**src/rtl/adder_pipe_retry_ctrl_pkg.sv**
```systemverilog
// ============================================================================
// Module : adder_ctrl_pkg
// Shared state encoding, default sizing and a width helper for the
// adder pipeline retry controller.
// Rev    : 1.0 - initial release
// ============================================================================
`default_nettype none

package adder_ctrl_pkg;

  localparam int C_WORD_WIDTH = 4;
  localparam int C_LAYERS     = 1;
  localparam int C_MAX_RETRY  = 2;
  localparam int C_CNT_W      = 8;

  typedef logic [1:0] state_t;

  localparam state_t ST_IDLE  = 2'd0;
  localparam state_t ST_RUN   = 2'd1;
  localparam state_t ST_CHECK = 2'd2;
  localparam state_t ST_DONE  = 2'd3;

  // Bits needed to count 0..n-1, never less than one.
  function automatic int cnt_width(input int n);
    return (n > 1) ? $clog2(n) : 1;
  endfunction

endpackage

`default_nettype wire

```
**src/rtl/adder_pipe_retry_ctrl_if.sv**
```systemverilog
// ============================================================================
// Module : adder_pipe_retry_ctrl_if
// Requester, datapath and consumer signals of the retry controller.
// Optional alarm log ports exist only when ALARM_LOG_EN is defined.
// Rev    : 1.0 - initial release
// ============================================================================
`default_nettype none

interface adder_pipe_retry_ctrl_if #(
  parameter int WORD_WIDTH = adder_ctrl_pkg::C_WORD_WIDTH,
  parameter int LAYERS     = adder_ctrl_pkg::C_LAYERS,
  parameter int CNT_W      = adder_ctrl_pkg::C_CNT_W
);

  logic                  in_valid;
  logic                  in_ready;
  logic [WORD_WIDTH-1:0] in_data;
  logic                  pipe_en;
  logic [WORD_WIDTH-1:0] pipe_in;
  logic [WORD_WIDTH-1:0] pipe_sum;
  logic [LAYERS-1:0]     alarm_signals;
  logic                  out_valid;
  logic                  out_ready;
  logic [WORD_WIDTH-1:0] out_data;
  logic                  out_error;
  logic [CNT_W-1:0]      err_count;
  logic                  busy;
`ifdef ALARM_LOG_EN
  logic [LAYERS-1:0]     alarm_log;
  logic                  alarm_log_clr;
`endif

  modport master (
    input  in_valid, in_data, pipe_sum, alarm_signals, out_ready,
`ifdef ALARM_LOG_EN
    input  alarm_log_clr,
    output alarm_log,
`endif
    output in_ready, pipe_en, pipe_in, out_valid, out_data, out_error,
    output err_count, busy
  );

  modport slave (
    output in_valid, in_data, pipe_sum, alarm_signals, out_ready,
`ifdef ALARM_LOG_EN
    output alarm_log_clr,
    input  alarm_log,
`endif
    input  in_ready, pipe_en, pipe_in, out_valid, out_data, out_error,
    input  err_count, busy
  );

endinterface

`default_nettype wire

```
**src/rtl/adder_pipe_retry_ctrl_sat_counter.sv**
```systemverilog
// ============================================================================
// Module : sat_counter
// Up-counter that sticks at all-ones instead of wrapping.
// Rev    : 1.0 - initial release
// ============================================================================
`default_nettype none

module sat_counter #(
  parameter int CNT_W = 8
) (
  input  wire logic             clk,
  input  wire logic             rst,
  input  wire logic             i_inc,
  output logic      [CNT_W-1:0] o_count
);

  logic [CNT_W-1:0] r_count;

  always_ff @(posedge clk or posedge rst) begin
    if (rst) begin
      r_count <= '0;
    end else if (i_inc && (r_count != {CNT_W{1'b1}})) begin
      r_count <= r_count + 1'b1;
    end
  end

  assign o_count = r_count;

endmodule

`default_nettype wire

```
**src/rtl/adder_pipe_retry_ctrl.sv**
```systemverilog
// ============================================================================
// Module : adder_pipe_retry_ctrl
// Sequences one operand through the cascaded adder pipeline, replaying it on
// stage alarms. Optional alarm history register: ALARM_LOG_EN.
// Rev    : 1.0 - initial release
// ============================================================================
`default_nettype none

module adder_pipe_retry_ctrl
  import adder_ctrl_pkg::*;
#(
  parameter int WORD_WIDTH = C_WORD_WIDTH,
  parameter int LAYERS     = C_LAYERS,
  parameter int MAX_RETRY  = C_MAX_RETRY,
  parameter int CNT_W      = C_CNT_W
) (
  input  wire logic               clk,
  input  wire logic               rst,
  adder_pipe_retry_ctrl_if.master bus
);

  localparam int RW = cnt_width(MAX_RETRY + 1);
  localparam int SW = cnt_width(LAYERS);
  localparam logic [RW-1:0] C_RETRY_MAX  = RW'(MAX_RETRY);
  localparam logic [SW-1:0] C_STAGE_LAST = SW'(LAYERS - 1);

  state_t                r_state;
  logic [WORD_WIDTH-1:0] r_hold;
  logic [WORD_WIDTH-1:0] r_out_data;
  logic                  r_out_error;
  logic [RW-1:0]         r_retry;
  logic [SW-1:0]         r_stage;
  logic                  w_alarm;
  logic                  w_err_inc;

  assign w_alarm   = |bus.alarm_signals;
  assign w_err_inc = (r_state == ST_CHECK) && w_alarm;

  always_ff @(posedge clk or posedge rst) begin
    if (rst) begin
      r_state     <= ST_IDLE;
      r_hold      <= '0;
      r_out_data  <= '0;
      r_out_error <= 1'b0;
      r_retry     <= '0;
      r_stage     <= '0;
    end else begin
      case (r_state)
        ST_IDLE: begin
          if (bus.in_valid) begin
            r_hold  <= bus.in_data;
            r_retry <= '0;
            r_stage <= '0;
            r_state <= ST_RUN;
          end
        end
        ST_RUN: begin
          // Operand is held on pipe_in for one enable per stage so the
          // whole cascade settles on the same word.
          if (r_stage == C_STAGE_LAST) begin
            r_stage <= '0;
            r_state <= ST_CHECK;
          end else begin
            r_stage <= r_stage + 1'b1;
          end
        end
        ST_CHECK: begin
          if (!w_alarm) begin
            r_out_data  <= bus.pipe_sum;
            r_out_error <= 1'b0;
            r_state     <= ST_DONE;
          end else if (r_retry < C_RETRY_MAX) begin
            r_retry <= r_retry + 1'b1;
            r_state <= ST_RUN;
          end else begin
            r_out_data  <= bus.pipe_sum;
            r_out_error <= 1'b1;
            r_state     <= ST_DONE;
          end
        end
        ST_DONE: begin
          if (bus.out_ready) begin
            r_state <= ST_IDLE;
          end
        end
        default: r_state <= ST_IDLE;
      endcase
    end
  end

  sat_counter #(
    .CNT_W (CNT_W)
  ) u_err_cnt (
    .clk     (clk),
    .rst     (rst),
    .i_inc   (w_err_inc),
    .o_count (bus.err_count)
  );

`ifdef ALARM_LOG_EN
  logic [LAYERS-1:0] r_alarm_log;

  // Clear wins over a same-cycle accumulate.
  always_ff @(posedge clk or posedge rst) begin
    if (rst) begin
      r_alarm_log <= '0;
    end else if (bus.alarm_log_clr) begin
      r_alarm_log <= '0;
    end else if (r_state == ST_CHECK) begin
      r_alarm_log <= r_alarm_log | bus.alarm_signals;
    end
  end

  assign bus.alarm_log = r_alarm_log;
`endif

  assign bus.in_ready  = (r_state == ST_IDLE);
  assign bus.busy      = (r_state != ST_IDLE);
  assign bus.pipe_en   = (r_state == ST_RUN);
  assign bus.pipe_in   = r_hold;
  assign bus.out_valid = (r_state == ST_DONE);
  assign bus.out_data  = r_out_data;
  assign bus.out_error = r_out_error;

endmodule

`default_nettype wire

```
**src/flat_wrapper.sv**
```systemverilog
// flat-port wrapper written by rule: the top's interface ports become plain ports
module adder_pipe_retry_ctrl_flat import adder_ctrl_pkg::*;
#(
  parameter int WORD_WIDTH = C_WORD_WIDTH,
  parameter int LAYERS     = C_LAYERS,
  parameter int MAX_RETRY  = C_MAX_RETRY,
  parameter int CNT_W      = C_CNT_W
)
  (clk, rst, bus_in_valid, bus_in_data, bus_pipe_sum, bus_alarm_signals, bus_out_ready, bus_in_ready, bus_pipe_en, bus_pipe_in, bus_out_valid, bus_out_data, bus_out_error, bus_err_count, bus_busy);
  adder_pipe_retry_ctrl_if #(.WORD_WIDTH(WORD_WIDTH), .LAYERS(LAYERS), .CNT_W(CNT_W)) bus_i ();
  input  wire logic clk;
  input  wire logic rst;
  input wire logic [$bits(bus_i.in_valid)-1:0] bus_in_valid;
  input wire logic [$bits(bus_i.in_data)-1:0] bus_in_data;
  input wire logic [$bits(bus_i.pipe_sum)-1:0] bus_pipe_sum;
  input wire logic [$bits(bus_i.alarm_signals)-1:0] bus_alarm_signals;
  input wire logic [$bits(bus_i.out_ready)-1:0] bus_out_ready;
  output wire logic [$bits(bus_i.in_ready)-1:0] bus_in_ready;
  output wire logic [$bits(bus_i.pipe_en)-1:0] bus_pipe_en;
  output wire logic [$bits(bus_i.pipe_in)-1:0] bus_pipe_in;
  output wire logic [$bits(bus_i.out_valid)-1:0] bus_out_valid;
  output wire logic [$bits(bus_i.out_data)-1:0] bus_out_data;
  output wire logic [$bits(bus_i.out_error)-1:0] bus_out_error;
  output wire logic [$bits(bus_i.err_count)-1:0] bus_err_count;
  output wire logic [$bits(bus_i.busy)-1:0] bus_busy;
  assign bus_i.in_valid = bus_in_valid;
  assign bus_i.in_data = bus_in_data;
  assign bus_i.pipe_sum = bus_pipe_sum;
  assign bus_i.alarm_signals = bus_alarm_signals;
  assign bus_i.out_ready = bus_out_ready;
  assign bus_in_ready = bus_i.in_ready;
  assign bus_pipe_en = bus_i.pipe_en;
  assign bus_pipe_in = bus_i.pipe_in;
  assign bus_out_valid = bus_i.out_valid;
  assign bus_out_data = bus_i.out_data;
  assign bus_out_error = bus_i.out_error;
  assign bus_err_count = bus_i.err_count;
  assign bus_busy = bus_i.busy;
  adder_pipe_retry_ctrl #(.WORD_WIDTH(WORD_WIDTH), .LAYERS(LAYERS), .MAX_RETRY(MAX_RETRY), .CNT_W(CNT_W)) u_core (.clk(clk), .rst(rst), .bus(bus_i));
endmodule
```
**config.mk**
```make
export PLATFORM = sky130hd
export DESIGN_NAME = adder_pipe_retry_ctrl_flat
export DESIGN_NICKNAME = d
export VERILOG_FILES = /design/src/rtl/adder_pipe_retry_ctrl_pkg.sv /design/src/rtl/adder_pipe_retry_ctrl_if.sv /design/src/rtl/adder_pipe_retry_ctrl_sat_counter.sv /design/src/rtl/adder_pipe_retry_ctrl.sv /design/src/flat_wrapper.sv
export SDC_FILE = /design/constraint.sdc
export NUM_CORES = 1
export LEC_CHECK = 0
export CORE_ASPECT_RATIO = 1.1
export CORE_UTILIZATION = 49
export CTS_BUF_LIST = sky130_fd_sc_hd__clkbuf_4
export CTS_CLUSTER_DIAMETER = 40
export DETAILED_ROUTE_END_ITERATION = 10
export GPL_ROUTABILITY_DRIVEN = 1
export PLACE_DENSITY_LB_ADDON = 0.2
export SETUP_SLACK_MARGIN = 0.02
export SYNTH_ARGS = -nofsm -noshare
export SYNTH_HDL_FRONTEND = slang
export SYNTH_SLANG_ARGS = --single-unit
```
**constraint.sdc**
```tcl
create_clock -name clk -period 2.68 [get_ports clk]
set_input_delay 0.402 -clock clk [delete_from_list [all_inputs] [get_ports clk]]
set_output_delay 0.402 -clock clk [all_outputs]
set_load 0.01 [all_outputs]
```
==> flow_summary.ini <==
[layout]
fin_area_um2 = 1350
mostFrequentLayoutCells = clkdlybuf4s50_1 (33), dfrtp_1 (21), a21oi_1 (9), nand2_1 (9), mux2_2 (8)
final_common_cell = clkdlybuf4s50_1
fill_cells = 123
num-nets-final = 136
antennaDiodeCount = 0
area_growth_pct = 40.13
drive_gt1_frac = 0.1405

[synth]
syn_area_per_cell_um2 = 11.33
synth_xor_area_frac = 0.02727
synth_cells = 85
synth_top_family_by_area = simple AND/OR/NAND/NOR gates
synthMuxAreaShare = 0.1325
synth_area_leaders = dfrtp_1 (55%), mux2_2 (9.4%), a21oi_1 (4.7%), nand2_1 (3.5%), xnor2_1 (2.7%)
yosys_warnings = 0
yosysTopAreaCell = dfrtp_1
synth_top_area_share = 0.5455
synth_compound_area_frac = 0.09740
synthAdderAreaFrac = 0.01299
synth-seq-cells = 21
synth_simple_gate_area_frac = 0.1571
synth.cell_area_um2 = 963.4
seq_area_frac_synth = 0.5455
synth_cell_type_count = 28
syn_nets = 99

[cts]
clock_latency_ns = 0.30
postCtsHoldBufs = 0
cts_buffers = 3
ctsLongestPathBuffers = 2
cts_setup_buffers = 0
ctsResizeCount = 0
cts_tree = built
cts-root-buf = clkbuf_4
htree_levels = 1
clk_pin_slew_ns = 0.11
clock_sinks = 21

[power_and_ir_drop]
p_leak_nw = 0.5756
cellPowerDensity_nw_per_um2 = 1038
totalPowerFinal_mw = 1.402
peakVddDrop_mv = 0.7343

[timing]
hold-worst-slack_ns = 0.4907
postLayoutSetupSlackWorst_ns = 0.7207
slew-limit-headroom = 0.4936
clock_skew_ns = 0.001164
slew_viol_final = 0
rsz0062_at_grt = false
worst_pin_slew_ns = 0.7588
clock.fmax_mhz = 510.4
setup_tns_ns = 0
min_period_over_period = 0.7311
hold_viol = 0
fin_crit_ns = 1.959
setup_viol_count_final = 0

[floorplanning]
fp.dieW_um = 44.28
fp-row-count = 16
start_util = 0.5288
io_pins = 34
die-area_um2 = 2148
fp.dieH_um = 48.51
core_area_um2 = 1822

[critical_path]
r2r_cells = 4
start_kind = register
cp.required_ns = 2.28
crit_chain = nor2_1 > clkdlybuf4s50_1
end_kind = primary output
crit_path_end = bus_in_ready
critPathKind = register to primary output
rrSetupSlack_ns = 1.13
slowest_delay_ns = 0.56
path_max_fanout = 10
r2r_start = u_core.r_state[1]$_DFFE_PP0P_
r2r_end = u_core.u_err_cnt.o_count[7]$_DFFE_PP0P_
cp_data_arrival_time_ns = 1.56
cp-startpoint = u_core.r_state[1]$_DFFE_PP0P_
cp_slowest_cell = clkdlybuf4s50_1

[routing]
drc = 0
num_vias = 762
drt-total-wl_um = 1742
first_pass_iters = 4
drt_iter0_drc = 12
wire_per_inst_um = 11.77
drtAntennaViolNets = 0
avgViaCountPerCell = 5.149

[global_route]
met2_usage = 0.2990
grt_util_met3 = 0.04104
grt_overflow_total = 0
grt_pass1_vias = 740
met1_usage = 0.2612
grt_pass1_wl_um = 3132
busiest_layer = met2
antenna_found_initial = 0
track_usage = 0.1953
grt_max_degree = 22

[place]
pre_cts_ws_ns = 0.7387
numPortBuffers = 33
placed_area_um2 = 1320
dp_hpwl_um = 1312
place_congestion = 0.7602

[min_path]
hp-class = register to register

[outcome]
status = finished clean

[job]
maxCapViolCount = 0
## registers in the layout (all words and copies together), names as in the netlist
name and cells:
u_core.bus.out_data 4, u_core.bus.out_error 1, u_core.bus.pipe_in 4, u_core.r_retry 2
u_core.r_state 2, u_core.u_err_cnt.o_count 8
## per-stage QoR
step | std cells | utilization
after floorplan | 85 | -
after global placement | 144 | 0.7246
after detailed placement | 144 | 0.7246
after CTS | 148 | 0.7411
after global routing | 148 | 0.7411
final | 148 | 0.7411
## layer usage
layer  share of wire  vias up  routed length, um
met5               0        -                  0
met4           0.010        0                 18
met3           0.059        4                103
met2            0.48       31                841
met1            0.45      359                778
li1                -      368                  -
## worst max-delay path, delay by kind of cell, from the launching register on
family	cells	cell delay (ns)
buf+inv	1	0.56
flops	1	0.49
simple gates	1	0.20
## Yosys cell counts, drive strengths merged
library cell and number:
a22o 1, buf 1, o21ai 3, o21a 1, and4 1, nor2 6
a31oi 1, xnor2 3, a21oi 9, nand4b 1, nand4 1, and2b 1
inv 5, mux2 11, and3b 1, nand3 2, dfrtp 21, and4b 1
nand2 9, ha 1, and2 2, nor3 2, o21bai 1
## how the worst min path moves through the flow
stage                                  start                                 end  slack (ns)  cells past startpoint
2_1_floorplan                            rst  u_core.bus.out_data[0]$_DFFE_PP0P_        0.38                      1
3_3_place_gp   u_core.r_retry[0]$_DFFE_PP0P_       u_core.r_retry[0]$_DFFE_PP0P_        0.46                      1
3_5_place_dp   u_core.r_retry[0]$_DFFE_PP0P_       u_core.r_retry[0]$_DFFE_PP0P_        0.47                      1
4_1_cts        u_core.r_retry[0]$_DFFE_PP0P_       u_core.r_retry[0]$_DFFE_PP0P_        0.49                      1
5_1_grt        u_core.r_retry[0]$_DFFE_PP0P_       u_core.r_retry[0]$_DFFE_PP0P_        0.50                      1
6_report       u_core.r_retry[0]$_DFFE_PP0P_       u_core.r_retry[0]$_DFFE_PP0P_        0.49                      1
## cells by family (layout without fill, tap and decap cells)
logic type / count (synthesis) / in the layout
buffers and inverters: 6 / 42
DFF: 21 / 21
adders and majority gates: 1 / 1
xor gates and xnor gates: 3 / 3
muxes: 11 / 11
AOI/OAI and AO/OA: 16 / 16
and+or+nand+nor: 27 / 27
## area by class of cell
| cell class | count | area [um2] | share of cell area |
|---|---|---|---|
| sequential | 21 | 525.5 | 0.3893 |
| multi-input combinational | 58 | 411.6 | 0.3049 |
| timing repair buffer | 33 | 330.3 | 0.2447 |
| tap | 27 | 33.78 | 0.02502 |
| clock buffer | 4 | 30.03 | 0.02224 |
| inverter | 5 | 18.77 | 0.01390 |
## where the power goes
group	internal, mW	leakage (nW)	switching (mW)
Clock	0.0683	0.0184	0.0948
Combinational	0.398	0.302	0.251
Sequential	0.452	0.256	0.138
Note: power is estimated with default switching activity, not from simulation.
